`config.mk`:
```
export PLATFORM = sky130hd
export DESIGN_NAME = tx_arbiter_flat
export DESIGN_NICKNAME = d
export VERILOG_FILES = /design/src/rtl/tx_arbiter_if.sv /design/src/rtl/tx_arbiter.sv /design/src/flat_wrapper.sv
export SDC_FILE = /design/constraint.sdc
export NUM_CORES = 1
export LEC_CHECK = 0
export CAP_MARGIN = 20
export CORE_ASPECT_RATIO = 0.75
export CORE_UTILIZATION = 25
export CTS_BUF_LIST = sky130_fd_sc_hd__clkbuf_16
export DETAILED_ROUTE_END_ITERATION = 10
export GPL_ROUTABILITY_DRIVEN = 0
export REMOVE_ABC_BUFFERS = 1
export SLEW_MARGIN = 20
export SYNTH_ARGS = -nofsm -noshare
export SYNTH_HDL_FRONTEND = slang
export SYNTH_SLANG_ARGS = --single-unit
```
`constraint.sdc`:
```
create_clock -name clk -period 1.9 [get_ports clk]
set_clock_uncertainty 0.1 [all_clocks]
set_input_delay 0.285 -clock clk [delete_from_list [all_inputs] [get_ports clk]]
set_output_delay 0.285 -clock clk [all_outputs]
set_load 0.03 [all_outputs]
```
`src/rtl/tx_arbiter_if.sv`:
```
// Signal bundle between the TX arbiter, the event FIFO, the config path and the UART.
// The arbiter sits on the slave modport; the surrounding logic drives the master side.
interface tx_arbiter_if #(
    parameter int WIDTH = 64
) ();
    logic [WIDTH-2:0] cfg_data;
    logic             cfg_req;
    logic [WIDTH-2:0] fifo_data;
    logic             fifo_empty;
    logic             tx_busy;
    logic             read_fifo_n;
    logic [WIDTH-2:0] tx_data;
    logic             ld_tx_data;
    logic             cfg_pending;
    logic             arb_busy;
    logic             tx_timeout;
    logic [7:0]       cfg_drops;
    logic [15:0]      tx_words;

    modport slave (
        input  cfg_data,
        input  cfg_req,
        input  fifo_data,
        input  fifo_empty,
        input  tx_busy,
        output read_fifo_n,
        output tx_data,
        output ld_tx_data,
        output cfg_pending,
        output arb_busy,
        output tx_timeout,
        output cfg_drops,
        output tx_words
    );

    modport master (
        output cfg_data,
        output cfg_req,
        output fifo_data,
        output fifo_empty,
        output tx_busy,
        input  read_fifo_n,
        input  tx_data,
        input  ld_tx_data,
        input  cfg_pending,
        input  arb_busy,
        input  tx_timeout,
        input  cfg_drops,
        input  tx_words
    );
endinterface

```
`src/rtl/tx_arbiter.sv`:
```
// UART TX arbiter: config words take priority over FIFO drain, with a burst limit.
// Define TX_ARB_STATS_EN to build the cfg_drops / tx_words counters; otherwise they read 0.
module tx_arbiter #(
    parameter int WIDTH         = 64,
    parameter int FIFO_LATENCY  = 2,
    parameter int MAX_CFG_BURST = 4,
    parameter int BUSY_TIMEOUT  = 15
) (
    input logic         clk,
    input logic         reset_n,
    tx_arbiter_if.slave bus
);
    localparam logic [3:0] LAT   = 4'(FIFO_LATENCY);
    localparam logic [3:0] BURST = 4'(MAX_CFG_BURST);
    localparam logic [3:0] TMO   = 4'(BUSY_TIMEOUT);

    typedef enum logic [2:0] {
        S_IDLE,
        S_FIFO_WAIT,
        S_LOAD,
        S_WAIT_HI,
        S_WAIT_LO
    } state_t;

    state_t           r_state;
    logic [WIDTH-2:0] r_hold;
    logic [WIDTH-2:0] r_tx_data;
    logic             r_cfg_pending;
    logic             r_read_fifo_n;
    logic             r_ld;
    logic             r_arb_busy;
    logic             r_timeout;
    logic [3:0]       r_burst;
    logic [3:0]       r_cnt;

    logic w_idle_free;
    logic w_cfg_go;
    logic w_fifo_go;

    // Config wins unless it has used up its burst while FIFO words wait.
    assign w_idle_free = (r_state == S_IDLE) && !bus.tx_busy;
    assign w_cfg_go    = w_idle_free && r_cfg_pending &&
                         ((r_burst < BURST) || bus.fifo_empty);
    assign w_fifo_go   = w_idle_free && !w_cfg_go && !bus.fifo_empty;

    always_ff @(posedge clk or negedge reset_n) begin
        if (!reset_n) begin
            r_state       <= S_IDLE;
            r_hold        <= '0;
            r_tx_data     <= '0;
            r_cfg_pending <= 1'b0;
            r_read_fifo_n <= 1'b1;
            r_ld          <= 1'b0;
            r_arb_busy    <= 1'b0;
            r_timeout     <= 1'b0;
            r_burst       <= '0;
            r_cnt         <= '0;
        end else begin
            r_ld          <= 1'b0;
            r_read_fifo_n <= 1'b1;

            // A request landing on the consume cycle refills the slot.
            if (bus.cfg_req && (!r_cfg_pending || w_cfg_go)) begin
                r_hold        <= bus.cfg_data;
                r_cfg_pending <= 1'b1;
            end else if (w_cfg_go) begin
                r_cfg_pending <= 1'b0;
            end

            unique case (r_state)
                S_IDLE: begin
                    if (w_cfg_go) begin
                        r_tx_data  <= r_hold;
                        r_burst    <= bus.fifo_empty ? 4'd0 : r_burst + 4'd1;
                        r_arb_busy <= 1'b1;
                        r_state    <= S_LOAD;
                    end else if (w_fifo_go) begin
                        r_read_fifo_n <= 1'b0;
                        r_burst       <= '0;
                        r_cnt         <= 4'd1;
                        r_arb_busy    <= 1'b1;
                        r_state       <= S_FIFO_WAIT;
                    end
                end
                S_FIFO_WAIT: begin
                    if (r_cnt == LAT) begin
                        r_tx_data <= bus.fifo_data;
                        r_state   <= S_LOAD;
                    end else begin
                        r_cnt <= r_cnt + 4'd1;
                    end
                end
                S_LOAD: begin
                    r_ld    <= 1'b1;
                    r_cnt   <= 4'd1;
                    r_state <= S_WAIT_HI;
                end
                S_WAIT_HI: begin
                    if (bus.tx_busy) begin
                        r_state <= S_WAIT_LO;
                    end else if (r_cnt == TMO) begin
                        r_timeout  <= 1'b1;
                        r_arb_busy <= 1'b0;
                        r_state    <= S_IDLE;
                    end else begin
                        r_cnt <= r_cnt + 4'd1;
                    end
                end
                S_WAIT_LO: begin
                    if (!bus.tx_busy) begin
                        r_arb_busy <= 1'b0;
                        r_state    <= S_IDLE;
                    end
                end
                default: begin
                    r_arb_busy <= 1'b0;
                    r_state    <= S_IDLE;
                end
            endcase
        end
    end

    assign bus.read_fifo_n = r_read_fifo_n;
    assign bus.tx_data     = r_tx_data;
    assign bus.ld_tx_data  = r_ld;
    assign bus.cfg_pending = r_cfg_pending;
    assign bus.arb_busy    = r_arb_busy;
    assign bus.tx_timeout  = r_timeout;

`ifdef TX_ARB_STATS_EN
    logic       w_drop;
    logic       w_load;
    logic [7:0]  r_drops;
    logic [15:0] r_words;

    assign w_drop = bus.cfg_req && r_cfg_pending && !w_cfg_go;
    assign w_load = (r_state == S_LOAD);

    always_ff @(posedge clk or negedge reset_n) begin
        if (!reset_n) begin
            r_drops <= '0;
            r_words <= '0;
        end else begin
            if (w_drop && (r_drops != 8'hFF)) begin
                r_drops <= r_drops + 8'd1;
            end
            if (w_load) begin
                r_words <= r_words + 16'd1;
            end
        end
    end

    assign bus.cfg_drops = r_drops;
    assign bus.tx_words  = r_words;
`else
    assign bus.cfg_drops = '0;
    assign bus.tx_words  = '0;
`endif
endmodule

```
`src/flat_wrapper.sv`:
```
// flat-port wrapper written by rule: the top's interface ports become plain ports
module tx_arbiter_flat 
#(
    parameter int WIDTH         = 64,
    parameter int FIFO_LATENCY  = 2,
    parameter int MAX_CFG_BURST = 4,
    parameter int BUSY_TIMEOUT  = 15
)
  (clk, reset_n, bus_cfg_data, bus_cfg_req, bus_fifo_data, bus_fifo_empty, bus_tx_busy, bus_read_fifo_n, bus_tx_data, bus_ld_tx_data, bus_cfg_pending, bus_arb_busy, bus_tx_timeout, bus_cfg_drops, bus_tx_words);
  tx_arbiter_if #(.WIDTH(WIDTH)) bus_i ();
  input logic clk;
  input logic reset_n;
  input wire logic [$bits(bus_i.cfg_data)-1:0] bus_cfg_data;
  input wire logic [$bits(bus_i.cfg_req)-1:0] bus_cfg_req;
  input wire logic [$bits(bus_i.fifo_data)-1:0] bus_fifo_data;
  input wire logic [$bits(bus_i.fifo_empty)-1:0] bus_fifo_empty;
  input wire logic [$bits(bus_i.tx_busy)-1:0] bus_tx_busy;
  output wire logic [$bits(bus_i.read_fifo_n)-1:0] bus_read_fifo_n;
  output wire logic [$bits(bus_i.tx_data)-1:0] bus_tx_data;
  output wire logic [$bits(bus_i.ld_tx_data)-1:0] bus_ld_tx_data;
  output wire logic [$bits(bus_i.cfg_pending)-1:0] bus_cfg_pending;
  output wire logic [$bits(bus_i.arb_busy)-1:0] bus_arb_busy;
  output wire logic [$bits(bus_i.tx_timeout)-1:0] bus_tx_timeout;
  output wire logic [$bits(bus_i.cfg_drops)-1:0] bus_cfg_drops;
  output wire logic [$bits(bus_i.tx_words)-1:0] bus_tx_words;
  assign bus_i.cfg_data = bus_cfg_data;
  assign bus_i.cfg_req = bus_cfg_req;
  assign bus_i.fifo_data = bus_fifo_data;
  assign bus_i.fifo_empty = bus_fifo_empty;
  assign bus_i.tx_busy = bus_tx_busy;
  assign bus_read_fifo_n = bus_i.read_fifo_n;
  assign bus_tx_data = bus_i.tx_data;
  assign bus_ld_tx_data = bus_i.ld_tx_data;
  assign bus_cfg_pending = bus_i.cfg_pending;
  assign bus_arb_busy = bus_i.arb_busy;
  assign bus_tx_timeout = bus_i.tx_timeout;
  assign bus_cfg_drops = bus_i.cfg_drops;
  assign bus_tx_words = bus_i.tx_words;
  tx_arbiter #(.WIDTH(WIDTH), .FIFO_LATENCY(FIFO_LATENCY), .MAX_CFG_BURST(MAX_CFG_BURST), .BUSY_TIMEOUT(BUSY_TIMEOUT)) u_core (.clk(clk), .reset_n(reset_n), .bus(bus_i));
endmodule
```
# After elaboration in Yosys (flattened, before gate mapping)
# Cells that the tools add are included.
# classes
add_sub_neg	2
reduce_logical	24
mux	31
bitwise	2
n_eq_ne	17
n_lt_le_gt_ge	1
# op_table
operator	count
$mux 63	2
$pmux 63 s2	1
$mux 4	8
$mux 3	6
$pmux 4 s4	1
$pmux 3 s5	1
$mux 1	11
$ne 2x2->1 const B	5
$add 4x1->4 const B	2
$ne 2x1->1 const B	4
$eq 3x2->1 const B	2
$logic_and 1x1->1	6
$reduce_and 3->1	2
$reduce_and 6->1	1
$reduce_bool 2->1	3
$reduce_and 5->1	1
$eq 4x2->1 const B	1
$eq 4x4->1 const B	1
$logic_not 1->1	4
$lt 4x3->1 const B	1
$pmux 1 s4	1
$reduce_and 4->1	1
$reduce_bool 4->1	1
$eq 3x1->1 const B	1
8 further kinds	10
# totals
input_bits	131
register_bits	142
elab_cells	87

# Logic depth before layout (Yosys ltp)
# Gate-level depths: netlist of run 1.
# logic_depth
depth_word	10
mapped_depth	7

# Worst setup path before layout of run 1
# Ideal clock, no wire load.
# synth_timing
path_kind	register to register
from	register u_core.r_cfg_pending (netlist: u_core.bus.cfg_pending)
to	register u_core.r_tx_data[52] (netlist: u_core.bus.tx_data[52])
required_ns	1.675
arrival_ns	1.815
stages_incl_launch_ff	6
n_path_buf	2
path_slack_ns	-0.140
path_cell_list	dfrtp_1 clkbuf_1 a32oi_1 nor3_4 buf_2 mux2_2
# synth_via
elab_chain_cells	4
# synth_lines
item	line_no	source
start: declaration	tx_arbiter.sv:28	logic r_cfg_pending;
start signal: assignment	tx_arbiter.sv:51	r_cfg_pending <= 1'b0;
start signal: assignment	tx_arbiter.sv:65	r_cfg_pending <= 1'b1;
start signal: assignment	tx_arbiter.sv:67	r_cfg_pending <= 1'b0;
$logic_and 1x1->1 (2 in series)	tx_arbiter.sv:42	assign w_cfg_go = w_idle_free && r_cfg_pending &&
$ne 2x1->1 (no source line)	n/a	
$reduce_and 3->1 (no source line)	n/a	
end signal: assignment	tx_arbiter.sv:73	r_tx_data <= r_hold;
end signal: assignment	tx_arbiter.sv:87	r_tx_data <= bus.fifo_data;
end: declaration	tx_arbiter.sv:27	logic [WIDTH-2:0] r_tx_data;
# No other way between the ends.
# A chain may end at the register's enable or synchronous reset.

# Worst setup path in the final report of run 1
# layout_timing
from	register u_core.r_cnt[0]
to	register u_core.r_tx_data[39] (netlist: u_core.bus.tx_data[39])
# layout_via
elab_chain_cells	3
# layout_lines
item	line_no	source
start: declaration	tx_arbiter.sv:34	logic [3:0] r_cnt;
start signal: assignment	tx_arbiter.sv:90	r_cnt <= r_cnt + 4'd1;
start signal: assignment	tx_arbiter.sv:106	r_cnt <= r_cnt + 4'd1;
$eq 4x2->1	tx_arbiter.sv:86	if (r_cnt == LAT) begin
$ne 2x1->1 (no source line)	n/a	
$reduce_and 3->1 (no source line)	n/a	
# No other way between the ends.

==> results of run 1 <==
==> routing by layer <==
layer | share of wire (%) | up-vias | wire [µm] | global-route usage, %
met4 | 0.88 | 2 | 161 | 3.87
met3 | 7.7 | 12 | 1410 | 5.35
met1 | 49 | 2204 | 8950 | 17.7
li1 | - | 2027 | - | -
met2 | 42 | 136 | 7730 | 18.1
met5 | 0.055 | - | 10 | 0
==> state kept, by name, indices dropped and copies added, names as in the netlist <==
signal,cells
u_core.bus.arb_busy,1
u_core.bus.cfg_pending,1
u_core.r_state,3
u_core.r_cnt,4
u_core.r_hold,63
u_core.bus.tx_timeout,1
u_core.r_burst,4
u_core.bus.tx_data,63
u_core.bus.read_fifo_n,1
u_core.bus.ld_tx_data,1
==> cell type report <==
class                   count  area (µm²)  share of cell area, %
clock buffers              17         425                   4.16
multi-input cells         274        3070                   30.0
repair buffers            247        2650                   25.9
flip-flops and latches    142        3560                   34.8
clock inverters            15        67.6                  0.660
well taps                 344         430                   4.21
inverters                   7        26.3                  0.257
==> Yosys cell counts (2+ instances only) <==
master / n
mux2_2: 125
xnor2_1: 2
o21ai_0: 8
mux2_4: 60
buf_6: 6
buf_2: 10
buf_4: 25
mux2_1: 4
inv_1: 7
nand3_1: 2
clkbuf_1: 7
ha_1: 3
and2_1: 2
nor3b_1: 4
nand2_1: 9
dfrtp_1: 141
nor2_1: 5
o22ai_1: 2
==> power groups by stage <==
stage               Clock, µW  Sequential (µW)  Combinational, µW
finish                   2890             5420               9260
global placement            0             5400               8320
detailed placement          0             5400               8410
floorplan                   0             6890               3970
CTS                      3020             5420               9010
global route             3150             5600               9830
==> cell families after synthesis <==
kind of cell,count (synthesis)
AO/OA/AOI/OAI,22
XOR/XNOR,2
adder cells (fa/ha/maj),3
buffers and inverters,55
flip-flops,142
multiplexers,190
other,1
AND/OR/NAND/NOR,32
==> stage by stage <==
stage | std cells | util, % | hold slack (ps) | TNS [ps] | power (µW)
after global placement | 998 | 35.3 | 204 | -45410 | 13700
after detailed placement | 998 | 35.3 | 200 | -44770 | 13800
after floorplan | 422 | - | -111 | -333810 | 10900
after global routing | 1046 | 39.1 | 351 | -16300 | 18600
after CTS | 1037 | 38.1 | 313 | -7190 | 17400
final | 1046 | 39.1 | 300 | -11270 | 17600
==> worst max-delay path, cell delays in order, from the launching register on <==
cell	delay [ps]
dfrtp_1	390
inv_2	90
ha_4	130
nor3b_4	200
a32oi_2	110
nor3_4	190
buf_6	200
buf_12	180
mux2_2	350
==> worst paths after layout <==
| check | from | endpoint | slack [ps] |
|---|---|---|---|
| worst max register to register | u_core.r_cnt[0]$_DFFE_PN0P_ | u_core.bus.tx_data[39]$_DFFE_PN0P_ | -190 |
| min in group clk | u_core.bus.tx_timeout$_DFFE_PN0P_ | u_core.bus.tx_timeout$_DFFE_PN0P_ | 360 |
| worst min-delay path | reset_n | u_core.bus.tx_data[59]$_DFFE_PN0P_ | 300 |
| max in group asynchronous | reset_n | u_core.r_hold[57]$_DFFE_PN0P_ | 780 |
| worst min register to register | u_core.bus.tx_timeout$_DFFE_PN0P_ | u_core.bus.tx_timeout$_DFFE_PN0P_ | 360 |
| worst max-delay path | u_core.r_cnt[0]$_DFFE_PN0P_ | u_core.bus.tx_data[39]$_DFFE_PN0P_ | -190 |
==> what timing repair did <==
action,CTS,global route
pin swaps,2,3
gates cloned,3,6
hold buffers,1,0
setup buffers,3,4
setup endpoints to repair,128,144
hold endpoints to repair,42,0
gates resized for setup,37,41
==> results.json, run 1 <==
{
  "grt_max_degree": 51,
  "dp_hpwl_um": 11300,
  "status": "finished, violations left",
  "vias": 4381,
  "dr.pass1.iters": 4,
  "clk_pin_slew_ps": 60,
  "ys.flop_type": "dfrtp_1",
  "cts_tree": "yes",
  "violations": "negative setup slack",
  "insertion_delay_ps": 420,
  "dpl_cell_area_um2": 9230,
  "power.internal_uw": 11400,
  "cp_max_fo": 17,
  "yosysSeqAreaShare_pct": 53.1,
  "layout.nets": 823,
  "power_density_nw_per_um2": 1720,
  "yosysTopAreaCell": "dfrtp_1",
  "synth_cells": 447,
  "via_per_inst": 4.19,
  "synth_simple_gate_area_share_pct": 3.14,
  "setup_violations": 124,
  "root_buffer": "clkbuf_16",
  "slew_headroom_pct": 63.0,
  "detailedPlace.worstSlack_ps": -444,
  "die_h_um": 144,
  "die_w_um": 191,
  "coreArea_um2": 26200,
  "clock-sinks": 142,
  "drive_gt1_share_pct": 39.3,
  "initial_utilization_pct": 25.6,
  "ys_types": 43,
  "dieArea_um2": 27500,
  "synth.area.top_cells": "dfrtp_1 53%, mux2_2 21%, mux2_4 13%, buf_4 2.8%, buf_6 1.0%",
  "vdd_drop_max_uv": 643,
  "maxCapViolCount": 0,
  "synth_top_family_by_area": "multiplexers",
  "max_freq_mhz": 479,
  "finish.instance_area_um2": 10200,
  "hold_viol": 0,
  "syn_area_um2": 6700,
  "ant_nets": 0,
  "layout_commonest_cell": "clkdlybuf4s50_1",
  "drcViolationCount": 0,
  "synthMuxAreaShare_pct": 35.3,
  "wl_um": 18300,
  "power.share.switching_pct": 35.0,
  "netSwitchingPower_uw": 6150,
  "p_leak_uw": 0.00471,
  "grt_antenna_before_repair": 1,
  "fin_crit_ps": 2090,
  "hold_class": "primary input to async pin",
  "area_growth_pct": 52.7,
  "h-tree-depth": 4,
  "worst_slew_pin_slew_ps": 555,
  "grt_pass1_wl_um": 26500,
  "crit_type": "register to register",
  "synth_top_area_share_pct": 52.7,
  "io_buffers": 198,
  "synth_edf_count": 0,
  "avgSynthCellArea_um2": 15.0,
  "cp.arrival_ps": 2290,
  "ff2ff_path_depth": 8,
  "grt_use_total_pct": 12.8,
  "rsz0062_at_grt": "true",
  "synthAdderAreaFrac_pct": 0.560,
  "num_rows": 51,
  "clkPwrFrac_pct": 16.4,
  "synth_xor_area_share_pct": 0.262,
  "drt-initial-drc-count": 149,
  "n_fill_cell": 2556,
  "required_ps": 2100,
  "io_pins": 223,
  "sequentialPowerShare_pct": 30.9,
  "async_flop_share_pct": 100,
  "grt_pass1_vias": 4646,
  "layout_common_cells": "176 x clkdlybuf4s50_1, 140 x dfrtp_1, 94 x mux2_2",
  "slew_viol_final": 0,
  "fin_ws_ps": -189,
  "combPwrFrac_pct": 52.7,
  "wl_per_cell_um": 17.5,
  "critPathLaunchType": "register",
  "num_antenna_cells": 0,
  "synth-compound-area-share_pct": 2.28,
  "clock_path_buffers": 2,
  "ys_ff_latch": 142,
  "end_kind": "register",
  "grt_overflow": 0,
  "fin_crit_sh_pct": 110,
  "yosysWarnings": 0,
  "cts_buffers": 17
}
(Power assumes the default switching activity.)
==> run 2, diff against run 1 <==
==> constraint.sdc (replaced) <==
create_clock -name clk -period 1.9 [get_ports clk]
set_clock_uncertainty 0.1 [all_clocks]
set_input_delay 0.285 -clock clk [delete_from_list [all_inputs] [get_ports clk]]
set_output_delay 0.285 -clock clk [all_outputs]
set_load 0.1 [all_outputs]
==> results.json, run 2 (synthesized netlist as in run 1, its figures left out) <==
{
  "cp_max_fo": 8,
  "clock-sinks": 142,
  "ant_nets": 0,
  "io_pins": 223,
  "required_ps": 2100,
  "crit_type": "register to register",
  "die_h_um": 144,
  "drive_gt1_share_pct": 50.3,
  "layout_commonest_cell": "dfrtp_1",
  "cts_tree": "yes",
  "dp_hpwl_um": 11100,
  "die_w_um": 191,
  "hold_viol": 0,
  "grt_use_total_pct": 13.3,
  "num_antenna_cells": 0,
  "dr.pass1.iters": 4,
  "coreArea_um2": 26200,
  "io_buffers": 198,
  "dpl_cell_area_um2": 9100,
  "drt-initial-drc-count": 102,
  "slew_viol_final": 0,
  "status": "finished, violations left",
  "cts_buffers": 17,
  "rsz0062_at_grt": "true",
  "initial_utilization_pct": 25.6,
  "grt_overflow": 0,
  "cpPeakStageDelay_ps": 400,
  "path_delay_family": "buffers and inverters",
  "end_kind": "register",
  "fin_crit_ps": 2020,
  "insertion_delay_ps": 420,
  "setup_violations": 104,
  "layout.nets": 835,
  "maxCapViolCount": 0,
  "n_fill_cell": 2489,
  "h-tree-depth": 4,
  "grt_pass1_wl_um": 27200,
  "worst-path-buf-inv": 3,
  "slew_headroom_pct": 67.1,
  "critPathLaunchType": "register",
  "cpMostUsedCell": "buf_12",
  "worst_slew_pin_slew_ps": 489,
  "via_per_inst": 4.16,
  "max_freq_mhz": 496,
  "fin_ws_ps": -118,
  "hold_class": "primary input to async pin",
  "fin_crit_sh_pct": 106,
  "violations": "negative setup slack",
  "root_buffer": "clkbuf_16",
  "layout_common_cells": "140 x dfrtp_1, 128 x clkdlybuf4s50_1, 112 x mux2_4",
  "cp.arrival_ps": 2210,
  "grt_max_degree": 43,
  "clock_path_buffers": 2,
  "clk_pin_slew_ps": 70,
  "finish.instance_area_um2": 10400,
  "num_rows": 51,
  "cpMaxStageDelayCell": "dfrtp_1",
  "wl_per_cell_um": 17.4,
  "grt_antenna_before_repair": 1,
  "area_growth_pct": 54.7,
  "drcViolationCount": 0,
  "grt_pass1_vias": 4635,
  "cp_cell_sequence": "inv_2 > ha_4 > nor3b_4 > a32oi_2 > nor3_4 > buf_12 > buf_12 > mux2_2",
  "vias": 4398,
  "wl_um": 18300,
  "dieArea_um2": 27500
}
==> run 2: changes by cell type in the layout (fill, tap and decap cells not counted), sizes merged <==
cell / change
clkinv: -2
inv: -2
dlygate4sd2: -3
buf: +81
a21bo: -1
dlymetal6s2s: -17
clkdlybuf4s50: -48
bufinv: +2
==> run 2: per-stage QoR <==
stage	cells	hold WS (ps)	setup slack (ps)	utilization [%]	setup TNS, ps
6_report	1056	263	-118	39.6	-7490
5_1_grt	1056	272	-184	39.6	-14210
4_1_cts	1056	256	-197	39.3	-15350
3_5_place_dp	997	147	-389	34.8	-44370
3_3_place_gp	997	149	-391	34.8	-45200
2_1_floorplan	422	-111	-2850	-	-334650
==> run 2: repair_timing <==
action,CTS,global route
pin swaps,4,4
buffers inserted,20,4
endpoints found under the setup margin,131,132
gates cloned,8,4
hold endpoints to repair,34,0
gates resized for setup,67,24
hold buffers,1,0
==> run 2: metal layers <==
layer	vias up	share of wire, %	track usage, %
li1	2053	-	-
met2	133	42	18.3
met3	14	8.7	5.67
met5	-	0.055	0
met1	2196	48	18.6
met4	2	0.88	3.92
==> run 2: worst paths after layout <==
check / startpoint / endpoint / slack, ps / cells after the start
worst max-delay path: u_core.r_cnt[0]$_DFFE_PN0P_ / u_core.bus.tx_data[43]$_DFFE_PN0P_ / -120 / 8
worst min-delay path: reset_n / u_core.r_burst[2]$_DFFE_PN0P_ / 260 / 2
worst max register to register: u_core.r_cnt[0]$_DFFE_PN0P_ / u_core.bus.tx_data[43]$_DFFE_PN0P_ / -120 / 8
worst min register to register: u_core.bus.tx_data[57]$_DFFE_PN0P_ / u_core.bus.tx_data[57]$_DFFE_PN0P_ / 390 / 1
max in group asynchronous: reset_n / u_core.r_hold[12]$_DFFE_PN0P_ / 870 / 3
min in group clk: bus_tx_busy / u_core.r_state[2]$_DFFE_PN0P_ / 280 / 4
==> run 2: cell type report <==
cell class | instances | area, µm² | area share [%]
sequential | 142 | 3560 | 34.3
multi-input combinational | 273 | 3120 | 30.1
timing repair buffer | 260 | 2690 | 25.9
tap | 344 | 430 | 4.15
clock buffer | 17 | 425 | 4.11
clock inverter | 13 | 111 | 1.07
inverter | 7 | 26.3 | 0.254
Power of run 2 is not shown: default switching activity piles up to over one toggle a cycle in this logic, so the estimate is an artifact.
==> run 3, diff against run 2 <==
--- a/config.mk
+++ b/config.mk
@@ -7,10 +7,11 @@
 export LEC_CHECK = 0
 export CAP_MARGIN = 20
 export CORE_ASPECT_RATIO = 0.75
-export CORE_UTILIZATION = 25
+export CORE_UTILIZATION = 42
 export CTS_BUF_LIST = sky130_fd_sc_hd__clkbuf_16
 export DETAILED_ROUTE_END_ITERATION = 10
 export GPL_ROUTABILITY_DRIVEN = 0
+export PLACE_DENSITY = 0.77
 export REMOVE_ABC_BUFFERS = 1
 export SLEW_MARGIN = 20
 export SYNTH_ARGS = -nofsm -noshare
==> results.json, run 3 (synthesized netlist as in run 1, its figures left out) <==
{
  "worst_slew_pin_slew_ps": 555,
  "root_buffer": "clkbuf_16",
  "cp.arrival_ps": 2230,
  "grt_overflow": 0,
  "io_buffers": 198,
  "coreArea_um2": 15400,
  "drt-initial-drc-count": 162,
  "dieArea_um2": 16500,
  "wl_per_cell_um": 19.4,
  "slew_headroom_pct": 62.6,
  "num_rows": 39,
  "ant_nets": 0,
  "drcViolationCount": 0,
  "wl_um": 17500,
  "via_per_inst": 4.90,
  "seq_area_um2": 3560,
  "drive_gt1_share_pct": 49.7,
  "critPathLaunchType": "register",
  "cpPeakStageDelay_ps": 390,
  "crit_type": "register to register",
  "cp_cell_sequence": "inv_2 > ha_4 > nor3b_4 > a32oi_2 > nor3_4 > buf_12 > buf_16 > mux2_2",
  "die_w_um": 148,
  "r2r_setup_slack_ps": -130,
  "hold_viol": 0,
  "status": "finished, violations left",
  "path_delay_family": "buffers and inverters",
  "required_ps": 2100,
  "grt_pass1_vias": 4758,
  "insertion_delay_ps": 420,
  "maxCapViolCount": 0,
  "multi_input_area_um2": 3100,
  "n_fill_cell": 1135,
  "dr.pass1.iters": 4,
  "max_freq_mhz": 494,
  "initial_utilization_pct": 43.4,
  "violations": "negative setup slack",
  "grt_use_total_pct": 20.3,
  "vias": 4425,
  "use_met1_pct": 25.7,
  "end_kind": "register",
  "io_pins": 223,
  "use_met2_pct": 32.0,
  "cts_buffers": 17,
  "grt_pass1_wl_um": 25500,
  "cts_tree": "yes",
  "dp_hpwl_um": 10600,
  "die_h_um": 111,
  "h-tree-depth": 4,
  "slew_viol_final": 0,
  "clock-sinks": 142,
  "num_antenna_cells": 0,
  "grt_antenna_before_repair": 0,
  "layout_commonest_cell": "dfrtp_1",
  "worst-path-buf-inv": 3,
  "setup_violations": 125,
  "cpMaxStageDelayCell": "dfrtp_1",
  "busiest_layer": "met2",
  "clk_pin_slew_ps": 60,
  "fin_ws_ps": -126,
  "layout_common_cells": "140 x dfrtp_1, 129 x clkdlybuf4s50_1, 105 x mux2_4",
  "clock_path_buffers": 2,
  "rsz0062_at_grt": "true",
  "layout.nets": 819,
  "hold_class": "primary input to async pin",
  "use_met3_pct": 7.99,
  "fin_crit_sh_pct": 107,
  "area_growth_pct": 50.2,
  "grt_max_degree": 59,
  "fin_crit_ps": 2030,
  "cp_max_fo": 20,
  "final_util_pct": 65.3
}
[run 3: cell count changes in the layout (fill, tap and decap cells not counted), moves of 3 or more]
cell and change:
mux2_4 -7, buf_4 -10, clkbuf_16 +3, buf_12 -9
mux2_2 +8, buf_6 -4
[run 3: area by class of cell]
class	instances	share of cell area (%)
Clock buffer	17	4.23
Clock inverter	15	1.69
Inverter	7	0.261
Multi-Input combinational cell	274	30.8
Sequential cell	142	35.3
Tap cell	205	2.55
Timing Repair Buffer	243	25.1
[run 3: worst paths after layout]
check,endpoint,startpoint,cells after the start
worst max-delay path,u_core.bus.tx_data[62]$_DFFE_PN0P_,u_core.r_cnt[0]$_DFFE_PN0P_,8
worst min-delay path,u_core.bus.tx_data[36]$_DFFE_PN0P_,reset_n,2
worst max register to register,u_core.bus.tx_data[62]$_DFFE_PN0P_,u_core.r_cnt[0]$_DFFE_PN0P_,8
worst min register to register,u_core.r_burst[0]$_DFFE_PN0P_,u_core.r_burst[0]$_DFFE_PN0P_,1
max in group asynchronous,u_core.r_hold[10]$_DFFE_PN0P_,reset_n,3
min in group clk,u_core.r_hold[61]$_DFFE_PN0P_,bus_cfg_data[61],2
[run 3: routing by layer]
layer  up-vias  share of wire (%)
met5         -                  0
met4         0                1.1
met3        22                9.0
met2       179                 46
met1      2193                 44
li1       2031                  -
[run 3: timing repair]
item / CTS / global route
gates resized for setup: 32 / 33
hold endpoints to repair: 52 / 0
pin swaps: 2 / 5
cloned: 2 / 10
setup buffers: 2 / 4
hold buffers: 1 / 0
endpoints found under the setup margin: 123 / 129
[run 3: per-stage QoR]
| step | setup TNS (ps) | hold WS, ps | area (µm²) | instances | worst slack [ps] |
|---|---|---|---|---|---|
| finish | -8160 | 290 | 10100 | 903 | -126 |
| global placement | -38710 | 183 | 8870 | 852 | -378 |
| detailed placement | -44320 | 190 | 8870 | 852 | -435 |
| floorplan | -334650 | -111 | 6450 | 422 | -2850 |
| CTS | -9370 | 312 | 9680 | 889 | -177 |
| global route | -15560 | 348 | 10100 | 903 | -192 |
Power of run 3 is left out for the same reason.
